===== config.mk =====
export PLATFORM = sky130hd
export DESIGN_NAME = enable_arbiter
export DESIGN_NICKNAME = d
export VERILOG_FILES = /design/src/rtl/enable_arb_pkg.sv /design/src/rtl/enable_arbiter_prio_pick.sv /design/src/rtl/enable_arbiter.sv
export SDC_FILE = /design/constraint.sdc
export NUM_CORES = 1
export LEC_CHECK = 0
export BUFFER_PORTS_ARGS = -buffer_cell sky130_fd_sc_hd__buf_2
export CORE_MARGIN = 3
export CORE_UTILIZATION = 48
export DETAILED_ROUTE_END_ITERATION = 10
export GPL_ROUTABILITY_DRIVEN = 0
export PLACE_DENSITY_LB_ADDON = 0.05
export SYNTH_ARGS = -nofsm -noshare
export SYNTH_HDL_FRONTEND = slang
export SYNTH_HIERARCHICAL = 1
export SYNTH_SLANG_ARGS = --single-unit

===== constraint.sdc =====
create_clock -name clk -period 6.77 [get_ports clk]
set_input_delay 1.354 -clock clk [delete_from_list [all_inputs] [get_ports clk]]
set_output_delay 1.354 -clock clk [all_outputs]
set_load 0.03 [all_outputs]

===== src/rtl/enable_arb_pkg.sv =====
// enable_arb_pkg: shared state, channel encoding and channel count for enable_arbiter.
package enable_arb_pkg;
  typedef enum logic {IDLE, GRANT} state_e;
  typedef enum logic [1:0] {CH_A = 2'd0, CH_B = 2'd1, CH_C = 2'd2} ch_e;
  localparam int NUM_CH = 3;
endpackage


===== src/rtl/enable_arbiter_prio_pick.sv =====
// prio_pick: fixed-priority (bit0 highest) one-hot pick over unmasked requests.
module prio_pick
  import enable_arb_pkg::*;
(
  input  logic [NUM_CH-1:0] req,
  input  logic [NUM_CH-1:0] mask,
  output logic [NUM_CH-1:0] pick,
  output logic              any
);
  logic [NUM_CH-1:0] r;
  always_comb begin
    r    = req & ~mask;
    pick = r[0] ? 3'b001 : r[1] ? 3'b010 : r[2] ? 3'b100 : 3'b000;
    any  = |r;
  end
endmodule


===== src/rtl/enable_arbiter.sv =====
// enable_arbiter: three-channel fixed-priority one-hot enable generator with hold-limit
// fairness and a registered data output from the granted channel.
module enable_arbiter
  import enable_arb_pkg::*;
#(
  parameter int WIDTH    = 8,
  parameter int MAX_HOLD = 4
) (
  input  logic             clk,
  input  logic             rst_n,
  input  logic [2:0]       req,
  input  logic [WIDTH-1:0] a,
  input  logic [WIDTH-1:0] b,
  input  logic [WIDTH-1:0] c,
  output logic             en_a,
  output logic             en_b,
  output logic             en_c,
  output logic [WIDTH-1:0] y,
  output logic             y_valid,
  output logic             busy
);
  localparam int HW = $clog2(MAX_HOLD + 1);
  state_e            state, state_n;
  logic [NUM_CH-1:0] grant, grant_n, mask, pick;
  logic [HW-1:0]     hold_cnt, cnt_n;
  logic [WIDTH-1:0]  y_n;
  logic              any, held, expire;
  prio_pick u_pick (.req(req), .mask(mask), .pick(pick), .any(any));
  // Only an expiring grant masks itself, so a dropped grant re-arbitrates over everyone else.
  always_comb begin
    held    = |(req & grant);
    expire  = state == GRANT && held && hold_cnt == HW'(MAX_HOLD);
    mask    = expire ? grant : '0;
    state_n = state;
    grant_n = grant;
    cnt_n   = hold_cnt;
    if (state == IDLE || !held) begin
      state_n = any ? GRANT : IDLE;
      grant_n = pick;
      cnt_n   = any ? HW'(1) : '0;
    end else if (!expire) begin
      cnt_n = hold_cnt + HW'(1);
    end else begin
      grant_n = any ? pick : grant;
      cnt_n   = HW'(1);
    end
    y_n = grant_n[0] ? a : grant_n[1] ? b : grant_n[2] ? c : y;
  end
  always_ff @(posedge clk or negedge rst_n) begin
    if (!rst_n) begin
      state    <= IDLE;
      grant    <= '0;
      hold_cnt <= '0;
      y        <= '0;
      busy     <= 1'b0;
    end else begin
      state    <= state_n;
      grant    <= grant_n;
      hold_cnt <= cnt_n;
      y        <= y_n;
      busy     <= |grant_n;
    end
  end
  assign {en_c, en_b, en_a} = grant;
  assign y_valid = busy;
  a_onehot: assert property (@(posedge clk) $onehot0({en_c, en_b, en_a}));
endmodule

==> qor.yml <==
status:
  run_status: "finished, final reports clean"
cells_and_area:
  fin_area_um2: 1150
  antennaDiodeCount: 0
  num-fill-cells: 148
  layout_common_cells: "buf_2, dfrtp_1, inv_1"
  final_common_cell: "buf_2"
  drive_gt1_share_pct: 41.1
  syn_to_final_growth_pct: 29.9
  nNetsFinal: 161
timing:
  finalClockSkew_ns: 0.00901
  maxSlewHeadroom_pct: 43.7
  slew_viol_final: 0
  period_minus_slack_ns: 3.82
  worst_pin_slew_ns: 0.838
  finalSetupViolations: 0
  timing_hold_violations_final: 0
  max_freq_mhz: 262
  tns_ns: 0
  rsz0062_at_grt: "no"
  period_share_pct: 56.4
  fin_ws_ns: 2.95
clock_tree:
  clk_pin_slew_worst_paths_ns: 0.10
  cts_setup_buffers: 0
  h-tree-depth: 1
  clk-insertion-delay-late_ns: 0.28
  root_buffer: "clkbuf_4"
  cts_buffer_depth: 2
  ctsResizeCount: 0
  cts-hold-fix-buffers: 0
  cts_buffers: 3
  numClockSinks: 16
  cts_tree: "built"
floorplan:
  die_y_um: 48.9
  die_w_um: 48.9
  die-area_um2: 2390
  ios: 42
  core_um2: 1610
  start_util_pct: 54.8
  rows: 14
logic_synthesis:
  ys_types: 24
  synth_edf_count: 0
  synthArstFlopShare_pct: 100
  synth_ff_type: "dfrtp_1"
  syn_area_um2: 883
  syn_nets: 116
  yosys_warnings: 6
  yosysSeqAreaShare_pct: 45.3
  syn_inst: 85
  ys_ff_latch: 16
  syn_avg_cell_area_um2: 10.4
grt:
  grt_pass1_wl_mm: 3.58
  grt_max_degree: 17
  grt-ovfl-total: 0
  grt_usage_pct: 19.1
  grt_pass1_vias: 805
  antenna_found_initial: 0
route:
  drc_errors: 0
  drt_wl_total_mm: 2.05
  drt_first_pass_iters: 4
  wire_per_inst_um: 13.4
  vias: 769
  routed_via_density: 5.03
  postRouteAntennaNets: 0
  first_iter_violations: 11
critical_path:
  start_kind: "input pin"
  arrival_ns: 3.94
  critPathMaxStageDelay_ns: 0.66
  path_class: "input pin to flip-flop"
  crit_path_end_kind: "flip-flop"
  path_cells: "buf_2 > a222oi_1 > nor2_1 > and3_2 > nor2b_2 > nand3b_1 > a211oi_2 > mux2i_1 > o221ai_1"
  cp_data_required_time_ns: 6.89
  critPathSlowestCell: "mux2i_1"
  cp_max_fo: 9
power:
  power.total_mw: 0.357
  p_leak_nw: 0.637
  power.density_nw_per_um2: 311
  max-vdd-ir-drop_mv: 0.188
placed_design:
  dp.final_hpwl_mm: 1.62
  pre_cts_ws_ns: 2.62
  placed_area_um2: 1110
  port_buffers: 41
run:
  maxCapViolCount: 0
hold_path:
  hold_class: "flip-flop to flip-flop"
## layer usage
layer	track usage, %	up-vias	part of all wire (%)
met5	0	-	0
li1	-	386	-
met2	32.8	23	51
met3	2.45	2	5.1
met1	23.9	358	43
met4	8.53	0	0.93
## per-stage QoR
step	hold WS (ns)	utilization, %	instances
after floorplan	0.545	-	85
after global placement	0.476	68.9	149
after detailed placement	0.472	68.9	149
after CTS	0.504	71.2	153
after global routing	0.523	71.2	153
final	0.500	71.2	153
## worst max-delay path, delay by kind of cell
family	cells	cell delay (ns)
AO/OA/AOI/OAI	3	0.95
AND/OR/NAND/NOR	4	0.87
multiplexers	1	0.66
buffers and inverters	1	0.10
## registers in the layout (all words and copies together) (netlist names)
signal,cells
y,8
grant,3
hold_cnt,3
busy,1
state,1
## worst paths after layout
path / startpoint / endpoint / slack, ns / depth (start not counted)
max in group asynchronous: rst_n / grant[2] / 5.52 / 1
worst max register to register: grant[0] / y[7] / 3.65 / 8
min in group asynchronous: rst_n / hold_cnt[1] / 0.97 / 1
worst max-delay path: req[0] / y[7] / 2.95 / 9
worst min register to register: y[1] / y[1] / 0.50 / 2
worst min-delay path: y[1] / y[1] / 0.50 / 2
## cells by family (layout without fill, tap and decap cells)
kind of cell             after synthesis  in the layout  share of synthesized area, %
flip-flops                            16             16                          45.3
AND/OR/NAND/NOR                       28             28                          17.6
AO/OA/AOI/OAI                         12             12                          12.3
adder cells (fa/ha/maj)                2              2                          2.83
buffers and inverters                 15             59                          6.80
multiplexers                          12             12                          15.2
## area by class of cell
cell class / count / area (um^2) / area share (%)
flip-flops and latches: 16 / 400 / 34.9
repair buffers: 41 / 205 / 17.9
well taps: 24 / 30.0 / 2.62
clock buffers: 4 / 36.3 / 3.16
inverters: 14 / 52.6 / 4.58
multi-input cells: 54 / 423 / 36.9
## Yosys cell counts (2+ instances only)
library cell,instances,area (um^2)
dfrtp_1,16,400
mux2i_1,10,100
nor3_1,2,10.0
nand2_1,8,30.0
and2_1,2,12.5
inv_1,14,52.6
ha_1,2,25.0
o221ai_1,8,70.1
and3_1,2,12.5
nand2b_1,2,12.5
nor2_1,6,22.5
## where the power goes
part	switching, mW	leakage, nW	internal (mW)	total, mW
clock	0.0302	0.0210	0.0327	0.0629
combinational	0.0989	0.422	0.0565	0.155
sequential	0.0178	0.193	0.121	0.139
total	0.147	0.637	0.210	0.357
(Power assumes the default switching activity.)
